===== config.mk =====
export PLATFORM = sky130hd
export DESIGN_NAME = if_fetch_unit
export DESIGN_NICKNAME = d
export VERILOG_FILES = /design/src/rtl/if_fetch_unit.sv
export SDC_FILE = /design/constraint.sdc
export NUM_CORES = 1
export LEC_CHECK = 0
export ABC_AREA = 1
export BUFFER_PORTS_ARGS = -buffer_cell sky130_fd_sc_hd__buf_2
export CORE_MARGIN = 5
export CORE_UTILIZATION = 25
export CTS_BUF_LIST = sky130_fd_sc_hd__clkbuf_8
export DETAILED_ROUTE_END_ITERATION = 16
export PLACE_DENSITY_LB_ADDON = 0.3
export SYNTH_ARGS = -nofsm -noshare
export SYNTH_HDL_FRONTEND = slang
export SYNTH_SLANG_ARGS = --single-unit

===== constraint.sdc =====
create_clock -name clk -period 1.7 [get_ports clk]
set_clock_uncertainty 0.15 [all_clocks]
set_input_delay 0.085 -clock clk [delete_from_list [all_inputs] [get_ports clk]]
set_output_delay 0.085 -clock clk [all_outputs]
set_load 0.005 [all_outputs]

===== src/rtl/if_fetch_unit.sv =====
// if_fetch_unit: RV32I instruction-fetch stage.
// Owns the PC and drives a single-outstanding request/response instruction
// memory port. Presents instF/PCF/PCPlus4F/validF to the IF/ID register,
// honours the decode stall, takes redirects from EX and squashes the stale
// response that a redirect leaves in flight.
// Optional build macro IF_PERF_CNT_EN adds fetch_cnt / bubble_cnt counters.
module if_fetch_unit #(
  parameter logic [31:0] RESET_PC = 32'h0000_0000,
  parameter logic [31:0] NOP_INST = 32'h0000_0013
) (
  input  logic        clk,
  input  logic        rst,
  input  logic        stall,
  input  logic        redirect,
  input  logic [31:0] redirect_pc,
  output logic        imem_req,
  output logic [31:0] imem_addr,
  input  logic        imem_ready,
  input  logic        imem_rvalid,
  input  logic [31:0] imem_rdata,
  output logic [31:0] instF,
  output logic [31:0] PCF,
  output logic [31:0] PCPlus4F,
  output logic        validF
`ifdef IF_PERF_CNT_EN
  ,
  output logic [31:0] fetch_cnt,
  output logic [31:0] bubble_cnt
`endif
);

  typedef enum logic {
    S_REQ  = 1'b0,
    S_WAIT = 1'b1
  } state_t;

  state_t      state_q, state_d;
  logic        kill_q, kill_d;
  logic [31:0] pc_q, pc_d;
  logic        valid_q, valid_d;
  logic [31:0] inst_q, inst_d;
  logic [31:0] pcf_q, pcf_d;
  logic [31:0] pcp4_q, pcp4_d;

  logic        out_free;
  logic        handshake;
  logic        capture;
  logic        consume;
  logic [31:0] pc_plus4;
  logic [31:0] redirect_target;
  logic        redirect_pc_unused;

  // Low target bits are discarded: fetches are always word aligned.
  assign redirect_target    = {redirect_pc[31:2], 2'b00};
  assign redirect_pc_unused = ^redirect_pc[1:0];

  // The output slot is free when empty or when its content leaves this cycle.
  assign out_free  = !valid_q || !stall;
  assign handshake = (state_q == S_REQ) && imem_req && imem_ready;
  // A response is only kept if it is not stale and no redirect lands now.
  assign capture   = (state_q == S_WAIT) && imem_rvalid && !kill_q && !redirect;
  assign consume   = valid_q && !stall;
  assign pc_plus4  = pc_q + 32'd4;

  // FSM state register (state and the stale-response kill flag).
  always_ff @(posedge clk) begin
    if (rst) begin
      state_q <= S_REQ;
      kill_q  <= 1'b0;
    end else begin
      state_q <= state_d;
      kill_q  <= kill_d;
    end
  end

  // FSM next-state logic; a redirect marks any still-in-flight request as stale.
  always_comb begin
    state_d = state_q;
    kill_d  = kill_q;
    case (state_q)
      S_REQ: begin
        if (handshake) begin
          state_d = S_WAIT;
          // Accepted request was for the old PC if a redirect arrives now.
          kill_d  = redirect;
        end
      end
      S_WAIT: begin
        if (imem_rvalid) begin
          state_d = S_REQ;
          kill_d  = 1'b0;
        end else if (redirect) begin
          kill_d  = 1'b1;
        end
      end
      default: begin
        state_d = S_REQ;
        kill_d  = 1'b0;
      end
    endcase
  end

  // FSM outputs: request only from REQ and only when the output slot is free.
  always_comb begin
    imem_req  = (state_q == S_REQ) && out_free;
    imem_addr = pc_q;
  end

  // PC and output-register next values; redirect beats capture beats consume.
  always_comb begin
    pc_d    = pc_q;
    valid_d = valid_q;
    inst_d  = inst_q;
    pcf_d   = pcf_q;
    pcp4_d  = pcp4_q;
    if (redirect) begin
      pc_d    = redirect_target;
      valid_d = 1'b0;
      inst_d  = NOP_INST;
    end else if (capture) begin
      pc_d    = pc_plus4;
      valid_d = 1'b1;
      inst_d  = imem_rdata;
      pcf_d   = pc_q;
      pcp4_d  = pc_plus4;
    end else if (consume) begin
      valid_d = 1'b0;
      inst_d  = NOP_INST;
    end
  end

  // PC and IF/ID-facing output registers.
  always_ff @(posedge clk) begin
    if (rst) begin
      pc_q    <= RESET_PC;
      valid_q <= 1'b0;
      inst_q  <= NOP_INST;
      pcf_q   <= 32'h0000_0000;
      pcp4_q  <= 32'h0000_0000;
    end else begin
      pc_q    <= pc_d;
      valid_q <= valid_d;
      inst_q  <= inst_d;
      pcf_q   <= pcf_d;
      pcp4_q  <= pcp4_d;
    end
  end

  assign instF    = inst_q;
  assign PCF      = pcf_q;
  assign PCPlus4F = pcp4_q;
  assign validF   = valid_q;

`ifdef IF_PERF_CNT_EN
  logic [31:0] fetch_cnt_q;
  logic [31:0] bubble_cnt_q;

  // Performance counters: kept fetches and cycles presenting a bubble downstream.
  always_ff @(posedge clk) begin
    if (rst) begin
      fetch_cnt_q  <= 32'h0000_0000;
      bubble_cnt_q <= 32'h0000_0000;
    end else begin
      if (capture) begin
        fetch_cnt_q <= fetch_cnt_q + 32'd1;
      end
      if (!valid_q && !stall) begin
        bubble_cnt_q <= bubble_cnt_q + 32'd1;
      end
    end
  end

  assign fetch_cnt  = fetch_cnt_q;
  assign bubble_cnt = bubble_cnt_q;
`endif

endmodule


Word level (Yosys, flattened, before mapping)
Index checks and enable logic that the tools add are counted.
W data, S select, Z words.
- $add $sub $neg: 1
- bitwise operators: 2
- eq/ne operators: 2
- multiplexer cells: 13
- reduce and logical (&&, ||, !) cells: 17
- operators with widths (kind ; count):
    $mux W32 ; 4
    $add A32 B3 Y32 const B ; 1
    $logic_and A1 B1 Y1 ; 7
    $mux W1 ; 7
    $logic_not A1 Y1 ; 4
    $pmux W1 S2 ; 2
    $reduce_and A2 Y1 ; 2
    $reduce_bool A2 Y1 ; 2
    $ne A3 B3 Y1 const B ; 1
    $ne A2 B2 Y1 const B ; 1
    $not A1 Y1 ; 2
    $reduce_or A2 Y1 ; 1
    $logic_or A1 B1 Y1 ; 1
- register bits: 131
- word-level logic and storage cells: 43
- output and inout port bits: 130

Longest topological paths before layout
Gate-level depths: netlist of run 1.
- depth in word-level cells: 7
- gate-level depth with buffers: 10

Least setup slack after synthesis of run 1
Ideal clock, no wire load.
- path type: register to register
- start: reg pc_q[2] (netlist: imem_addr[2])
- end: reg pcp4_q[12] (netlist: PCPlus4F[12])
- data required time: 1.418 ns
- clock period less this slack: 1.606 ns
- slack: 0.094 ns
- cell stages (with the launch flop): 9
- library setup time: 0.132 ns
- arrival: 1.323 ns
- cell sequence: dfxtp_1 ha_1 inv_1 nor2_1 nand2_2 nor2_1 a21oi_1 o21ai_0 a21oi_1
- longest elaborated chain between the ends: 1
- ends and longest elaborated chain (item ; RTL line ; source):
    start: declaration ; 39 ; logic [31:0] pc_q, pc_d;
    start signal: assignment ; 141 ; pc_q <= pc_d;
    $add A32 B3 Y32 ; 63 ; assign pc_plus4 = pc_q + 32'd4;
    end signal: assignment ; 145 ; pcp4_q <= pcp4_d;
    end: declaration ; 43 ; logic [31:0] pcp4_q, pcp4_d;
No other way between the ends.
A chain may end at the register's enable or synchronous reset.

Final worst setup path of run 1
- start: in stall
- end: reg valid_q (netlist: validF)
- longest elaborated chain between the ends: 3
- ends and longest elaborated chain (item ; RTL line ; source):
    start: declaration ; 13 ; input logic stall,
    $logic_not A1 Y1 ; 62 ; assign consume = valid_q && !stall;
    $logic_and A1 B1 Y1 ; 62 ;
    $reduce_bool A2 Y1 (no source line) ; -- ;
    end signal: assignment ; 142 ; valid_q <= valid_d;
    end: declaration ; 40 ; logic valid_q, valid_d;
No other way between the ends.

==> results of run 1 <==
-- power by group --
group	internal, mW	switching [mW]	total, mW	leakage [nW]
sequential	3.01	0.0681	3.08	1.02
clock	1.77	1.31	3.08	0.230
combinational	0.395	0.411	0.806	2.47
total	5.18	1.79	6.97	3.72
-- flip-flops by register name, indices dropped and copies added, names as in the netlist --
signal	flops
state_q	1
imem_addr	30
PCF	30
kill_q	1
PCPlus4F	30
instF	32
validF	1
-- final cells by class --
| class | count | area [um2] |
|---|---|---|
| fillers | 2290 | 13200 |
| multi-input cells | 527 | 2560 |
| flip-flops and latches | 125 | 2520 |
| repair buffers | 330 | 2280 |
| well taps | 280 | 350 |
| clock buffers | 21 | 289 |
| inverters | 67 | 256 |
| clock inverters | 11 | 179 |
-- synthesized netlist by cell type --
cell,count
inv_2,2
o21ai_0,56
ha_1,1
nand2_2,2
nor2_1,58
xor2_1,7
clkinv_1,1
a21oi_1,114
nor2_2,2
clkbuf_1,31
buf_2,5
buf_6,2
a211oi_2,1
nand2_1,213
a31oi_1,9
nand3_2,2
conb_1,1
inv_1,64
dfxtp_1,125
buf_4,12
nand3_1,23
o211ai_1,29
nor3_2,1
o22ai_1,3
-- timing repair --
action	in CTS	in global routing
hold endpoints to repair	66	0
hold buffers	70	0
pin swaps	0	9
setup endpoints to repair	16	67
cloned	0	1
setup buffers	0	1
gates resized for setup	5	52
-- layer usage --
metal  global-route usage (%)  part of all wire (%)  wire (um)
met5                        0                     0          0
met4                     4.38                  0.95        195
met3                     5.53                   8.4       1730
met2                     26.4                    47       9550
met1                     20.4                    44       9040
-- cells by family after synthesis --
group / Yosys count / share of synthesized area (%)
adder cells (fa/ha/maj): 1 / 0.230
XOR/XNOR: 7 / 1.13
other: 1 / 0.0691
buffers and inverters: 117 / 9.31
AO/OA/AOI/OAI: 212 / 21.3
AND/OR/NAND/NOR: 301 / 21.9
flip-flops: 125 / 46.1
-- worst max-delay path: stages --
cell	delay [ns]
buf_2	0.13
dlygate4sd3_1	0.87
nand2_1	0.10
a21oi_1	0.14
dlygate4sd3_1	0.54
-- per-stage QoR --
step           hold WS (ns)  setup slack [ns]
3_5_place_dp          0.170           -0.0499
5_1_grt              0.0737           -0.0457
6_report             0.0854            0.0751
2_1_floorplan        0.0685            0.0944
4_1_cts              0.0448          0.000820
3_3_place_gp          0.169          -0.00174
-- final timing paths --
path | cells past startpoint | start | end | slack [ns]
max | 5 | stall | validF$_SDFFE_PP0P_ | 0.08
min | 4 | redirect | imem_addr[3]$_SDFFE_PP0P_ | 0.09
max reg2reg | 6 | validF$_SDFFE_PP0P_ | kill_q$_SDFFE_PP0P_ | 0.09
min reg2reg | 2 | PCPlus4F[11]$_SDFFE_PP0P_ | PCPlus4F[11]$_SDFFE_PP0P_ | 0.31
==> results.sh, run 1 <==
export IMPL_fmax_mhz=615
export IMPL_antenna_found_initial=0
export IMPL_cts_tree="built"
export IMPL_worstPathMaxFanout=12
export IMPL_cts_buffers_inserted=17
export IMPL_die_w_um=157
export IMPL_arrival_ns=1.87
export IMPL_hold_class="in2reg"
export IMPL_yosys_area_top_type_share_pct=46.1
export IMPL_setup_viol=0
export IMPL_drtAntennaViolNets=0
export IMPL_die_h_um=157
export IMPL_ys_top_cells_by_area="dfxtp_1 (46%), nand2_1 (15%), a21oi_1 (11%)"
export IMPL_end_kind="flop"
export IMPL_first_pass_iters=6
export IMPL_start_util_pct=25.1
export IMPL_clk_insertion_delay_late_ns=0.45
export IMPL_layout_nets=1139
export IMPL_fin_crit_ns=1.62
export IMPL_grt_ovfl_total=0
export IMPL_ioPinCount=200
export IMPL_core_um2=21600
export IMPL_synth_seq_cells=125
export IMPL_outcome="finished, final reports clean"
export IMPL_first_global_vias=6000
export IMPL_clkSinkCount=125
export IMPL_peakVddDrop_v=0.000459
export IMPL_gp_congestion=0.807
export IMPL_htreeDepth=4
export IMPL_drt_wirelength_per_cell_um=15.1
export IMPL_hold_violations=0
export IMPL_final_area_um2=8440
export IMPL_final_cell_mix="nand2_1 (209), buf_2 (191), dfxtp_1 (113)"
export IMPL_cts_buffer_depth=2
export IMPL_die_area_um2=24800
export IMPL_grt_pass1_wl_um=31500
export IMPL_pwr_density_cell_nw_per_um2=826
export IMPL_min_period_over_period_pct=95.6
export IMPL_clkTransAtPathRegs_ns=0.08
export IMPL_dp_final_hpwl_um=14200
export IMPL_drive_gt1_share_pct=32.1
export IMPL_synthCells=764
export IMPL_numPortBuffers=191
export IMPL_drc=0
export IMPL_area_delta_synth_final_pct=55.4
export IMPL_p_leak_nw=3.72
export IMPL_final_common_cell="nand2_1"
export IMPL_routed_wl_um=20500
export IMPL_row_count=54
export IMPL_viasPerCell=4.50
export IMPL_cp_data_required_time_ns=1.94
export IMPL_crit_type="in2reg"
export IMPL_startpoint_type="primary input"
export IMPL_rsz0062_at_grt="true"
export IMPL_fin_util_pct=39.0
export IMPL_maxCapViolations=0
export IMPL_diodes=0
export IMPL_cts_root_buf="clkbuf_8"
export IMPL_drtIter0Drc=307
export IMPL_yosys_warnings=0
export IMPL_placed_area_um2=7080
export IMPL_grt_usage_pct=16.1
export IMPL_syn_area_um2=5430
export IMPL_ys_types=24
export IMPL_grt_max_degree=62
export IMPL_place_inst=1257
export IMPL_drv_slew=0
export IMPL_fin_cells=1361
export IMPL_synth_top_cell_by_area="dfxtp_1"
export IMPL_syn_avg_cell_area_um2=7.11
export IMPL_synth_seq_area_share_pct=46.1
export IMPL_vias=6122
export IMPL_setup_tns_ns=0
export IMPL_p_total_mw=6.97
Note: power is estimated with default switching activity, not from simulation.
==> run 2, diff against run 1 <==
--- a/config.mk
+++ b/config.mk
@@ -12,6 +12,7 @@
 export CTS_BUF_LIST = sky130_fd_sc_hd__clkbuf_8
 export DETAILED_ROUTE_END_ITERATION = 16
 export PLACE_DENSITY_LB_ADDON = 0.3
+export REMOVE_ABC_BUFFERS = 1
 export SYNTH_ARGS = -nofsm -noshare
 export SYNTH_HDL_FRONTEND = slang
 export SYNTH_SLANG_ARGS = --single-unit
==> results.sh, run 2 (synthesized netlist as in run 1, its figures left out) <==
export IMPL_outcome="finished, final reports clean"
export IMPL_grt_ovfl_total=0
export IMPL_rsz0062_at_grt="true"
export IMPL_worst_r2r_endpoint="imem_addr[22]$_SDFFE_PP0P_"
export IMPL_multiInputGateArea_um2=2560
export IMPL_hold_violations=0
export IMPL_drc=0
export IMPL_setup_ws_ns=0.0719
export IMPL_diodes=0
export IMPL_min_to="instF[4]$_SDFFE_PP1P_"
export IMPL_r2r_cells=8
export IMPL_drtIter0Drc=271
export IMPL_row_count=54
export IMPL_hold_class="in2reg"
export IMPL_clkTransAtPathRegs_ns=0.07
export IMPL_layout_nets=1131
export IMPL_p_total_mw=6.80
export IMPL_seqCellArea_um2=2510
export IMPL_hp_start="imem_rdata[4]"
export IMPL_startpoint_type="primary input"
export IMPL_ioPinCount=200
export IMPL_worstPathMaxFanout=9
export IMPL_fin_cells=1351
export IMPL_pwr_density_cell_nw_per_um2=815
export IMPL_die_area_um2=24800
export IMPL_cts_tree="built"
export IMPL_clkSinkCount=125
export IMPL_cts_buffers_inserted=17
export IMPL_grt_max_degree=49
export IMPL_drtAntennaViolNets=0
export IMPL_r2r_slack_ns=0.12
export IMPL_r2r_start="imem_addr[4]$_SDFFE_PP0P_"
export IMPL_cts_buffer_depth=2
export IMPL_routed_wl_um=20800
export IMPL_first_pass_iters=4
export IMPL_largest_reg_flops=32
export IMPL_fmax_mhz=614
export IMPL_whs_ns=0.286
export IMPL_start_util_pct=25.1
export IMPL_numPortBuffers=191
export IMPL_final_common_cell="nand2_1"
export IMPL_grt_pass1_wl_um=30300
export IMPL_die_w_um=157
export IMPL_gp_congestion=0.810
export IMPL_arrival_ns=1.86
export IMPL_final_cell_mix="nand2_1 (210), buf_2 (191), dfxtp_1 (116)"
export IMPL_grt_usage_pct=15.6
export IMPL_htreeDepth=4
export IMPL_antenna_found_initial=0
export IMPL_peakVddDrop_v=0.000411
export IMPL_core_um2=21600
export IMPL_area_delta_synth_final_pct=53.7
export IMPL_fillers=2298
export IMPL_drt_wirelength_per_cell_um=15.4
export IMPL_min_period_over_period_pct=95.8
export IMPL_setup_viol=0
export IMPL_drive_gt1_share_pct=30.4
export IMPL_drv_slew=0
export IMPL_fin_crit_ns=1.63
export IMPL_viasPerCell=4.39
export IMPL_place_inst=1248
export IMPL_end_kind="flop"
export IMPL_cts_root_buf="clkbuf_8"
export IMPL_vias=5929
export IMPL_dp_final_hpwl_um=14800
export IMPL_cp_data_required_time_ns=1.93
export IMPL_pre_cts_ws_ns=-0.00447
export IMPL_clk_insertion_delay_late_ns=0.44
export IMPL_whs_path_depth=4
export IMPL_first_global_vias=5548
export IMPL_p_leak_nw=3.69
export IMPL_die_h_um=157
export IMPL_crit_type="in2reg"
export IMPL_maxCapViolations=0
export IMPL_setup_tns_ns=0
run 2: layout make-up:
type	count	share of cell area, %
well taps	280	4.20
clock inverters	9	1.71
inverters	67	3.12
repair inverters	1	0.0900
repair buffers	321	26.7
clock buffers	21	3.46
multi-input cells	527	30.6
flip-flops and latches	125	30.1
run 2: repair_timing:
action,CTS,global route
hold buffers,69,0
gates cloned,0,3
buffers inserted,0,1
resized for setup,1,55
pin swaps,0,8
setup endpoints to repair,10,64
hold endpoints to repair,68,0
run 2: per-layer routing:
metal,track usage [%],routed length [um]
met5,0,0
met1,21.1,9640
met2,23.8,9270
met4,4.14,287
met3,5.44,1610
run 2: report_power, final:
part	internal, mW	switching [mW]
sequential	3.02	0.0707
clock	1.72	1.18
combinational	0.396	0.421
total	5.13	1.67
run 2: worst max path at each step:
stage,to,depth (start not counted),slack (ns),startpoint
finish,state_q$_SDFF_PP0_,6,0.07,stall
detailed placement,PCPlus4F[14]$_SDFFE_PP0P_,8,-0.004,imem_addr[3]$_SDFFE_PP0P_
floorplan,imem_addr[10]$_SDFFE_PP0P_,6,-1.02,state_q$_SDFF_PP0_
global placement,PCPlus4F[14]$_SDFFE_PP0P_,8,0.02,imem_addr[3]$_SDFFE_PP0P_
global route,imem_addr[15]$_SDFFE_PP0P_,9,-0.02,imem_addr[3]$_SDFFE_PP0P_
CTS,PCPlus4F[20]$_SDFFE_PP0P_,9,-0.02,imem_addr[3]$_SDFFE_PP0P_
run 2: through the flow:
step                      util, %  area (um2)
after global placement       32.4        7000
final                        38.6        8350
after CTS                    37.6        8130
after global routing         38.6        8350
after floorplan                 -        5190
after detailed placement     32.4        7000
run 2: worst max-delay path, cell delays in order:
cell and delay [ns]:
dlygate4sd3_1 0.54, buf_2 0.19, a21oi_1 0.23, nand2_1 0.12
a21oi_1 0.14, dlygate4sd3_1 0.55
==> run 3, diff against run 2 <==
==> constraint.sdc (replaced) <==
create_clock -name clk -period 1.9 [get_ports clk]
set_clock_uncertainty 0.15 [all_clocks]
set_input_delay 0.095 -clock clk [delete_from_list [all_inputs] [get_ports clk]]
set_output_delay 0.095 -clock clk [all_outputs]
set_load 0.005 [all_outputs]
==> results.sh, run 3 (synthesized netlist as in run 1, its figures left out) <==
export IMPL_outcome="finished, final reports clean"
export IMPL_cp_data_required_time_ns=2.06
export IMPL_drtIter0Drc=321
export IMPL_core_um2=21600
export IMPL_fin_util_pct=36.7
export IMPL_seqCellArea_um2=2500
export IMPL_grt_pass1_wl_um=31000
export IMPL_wl_met1_um=9190
export IMPL_p_leak_nw=3.48
export IMPL_end_kind="flop"
export IMPL_cts_root_buf="clkbuf_8"
export IMPL_pwr_density_cell_nw_per_um2=746
export IMPL_clkTransAtPathRegs_ns=0.07
export IMPL_cts_buffers_inserted=17
export IMPL_die_h_um=157
export IMPL_fin_cells=1321
export IMPL_top_layer="met4"
export IMPL_area_delta_synth_final_pct=46.0
export IMPL_worstPathMaxFanout=6
export IMPL_pre_cts_ws_ns=0.104
export IMPL_clkSinkCount=125
export IMPL_final_cell_mix="nand2_1 (213), buf_2 (191), dfxtp_1 (125)"
export IMPL_drt_wirelength_per_cell_um=15.2
export IMPL_numPortBuffers=191
export IMPL_post_cts_setup_buffer_count=0
export IMPL_vias=5862
export IMPL_startpoint_type="flop"
export IMPL_setup_viol=0
export IMPL_fillers=2316
export IMPL_layout_nets=1100
export IMPL_crit_type="reg2reg"
export IMPL_drive_gt1_share_pct=25.6
export IMPL_hold_class="in2reg"
export IMPL_met3_length_um=1630
export IMPL_ioPinCount=200
export IMPL_min_period_over_period_pct=93.5
export IMPL_fin_crit_ns=1.78
export IMPL_peakVddDrop_v=0.000358
export IMPL_first_global_vias=5784
export IMPL_viasPerCell=4.44
export IMPL_cts_tree="built"
export IMPL_drc=0
export IMPL_htreeDepth=4
export IMPL_drv_slew=0
export IMPL_final_common_cell="nand2_1"
export IMPL_place_inst=1221
export IMPL_setup_ws_ns=0.124
export IMPL_hold_violations=0
export IMPL_grt_ovfl_total=0
export IMPL_die_w_um=157
export IMPL_arrival_ns=1.93
export IMPL_diodes=0
export IMPL_fmax_mhz=563
export IMPL_dp_final_hpwl_um=14700
export IMPL_start_util_pct=25.1
export IMPL_cts_buffer_depth=2
export IMPL_gp_congestion=0.791
export IMPL_row_count=54
export IMPL_met2_length_um=8990
export IMPL_routed_wl_um=20000
export IMPL_largest_reg_flops=32
export IMPL_clk_insertion_delay_late_ns=0.44
export IMPL_maxCapViolations=0
export IMPL_first_pass_iters=5
export IMPL_die_area_um2=24800
export IMPL_grt_usage_pct=15.9
export IMPL_multiInputGateArea_um2=2470
export IMPL_p_total_mw=5.91
export IMPL_antenna_found_initial=0
export IMPL_grt_max_degree=47
export IMPL_drtAntennaViolNets=0
export IMPL_whs_ns=0.0965
run 3: final timing paths:
kind                              startpoint                          to  slack, ns  cells past startpoint
setup / recovery  imem_addr[12]$_SDFFE_PP0P_   PCPlus4F[30]$_SDFFE_PP0P_       0.12                      9
hold / removal                      redirect  imem_addr[21]$_SDFFE_PP0P_        0.1                      6
setup reg to reg  imem_addr[12]$_SDFFE_PP0P_   PCPlus4F[30]$_SDFFE_PP0P_       0.12                      9
hold reg to reg    PCPlus4F[23]$_SDFFE_PP0P_   PCPlus4F[23]$_SDFFE_PP0P_       0.31                      2
run 3: layer usage:
layer | global-route usage, % | up-vias
met2 | 25.6 | 208
met5 | 0 | -
met3 | 4.98 | 13
met4 | 4.26 | 0
met1 | 20.7 | 2623
li1 | - | 3018
run 3: final cells by class:
cell class	instances	area share, %
clock inverters	13	2.00
clock buffers	18	3.13
flip-flops and latches	125	31.6
inverters	67	3.24
repair buffers	291	24.5
multi-input cells	527	31.1
well taps	280	4.42
run 3: stage by stage:
stage          TNS (ns)  instance area (um2)
2_1_floorplan    -82.70                 5190
6_report              0                 7930
4_1_cts               0                 7890
3_3_place_gp          0                 6800
3_5_place_dp          0                 6800
5_1_grt         -0.0389                 7930
run 3: worst max-delay path: stages (launching register included):
cell,delay (ns)
dfxtp_1,0.48
nand2_1,0.12
nor2_1,0.28
nand2_1,0.10
nor2_1,0.19
nand2_1,0.08
nand2_1,0.06
nand2_1,0.05
nand2_1,0.07
a21oi_1,0.07
run 3: report_power, final:
group | switching [mW] | total, mW | leakage, nW | internal (mW)
clock network | 1.05 | 2.48 | 0.228 | 1.42
logic | 0.346 | 0.664 | 2.24 | 0.318
registers | 0.0732 | 2.77 | 1.02 | 2.70
run 3: repair_timing:
action,CTS,global route
setup endpoints to repair,0,23
hold buffers,69,0
endpoints found under the hold margin,73,0
gates resized for setup,0,10
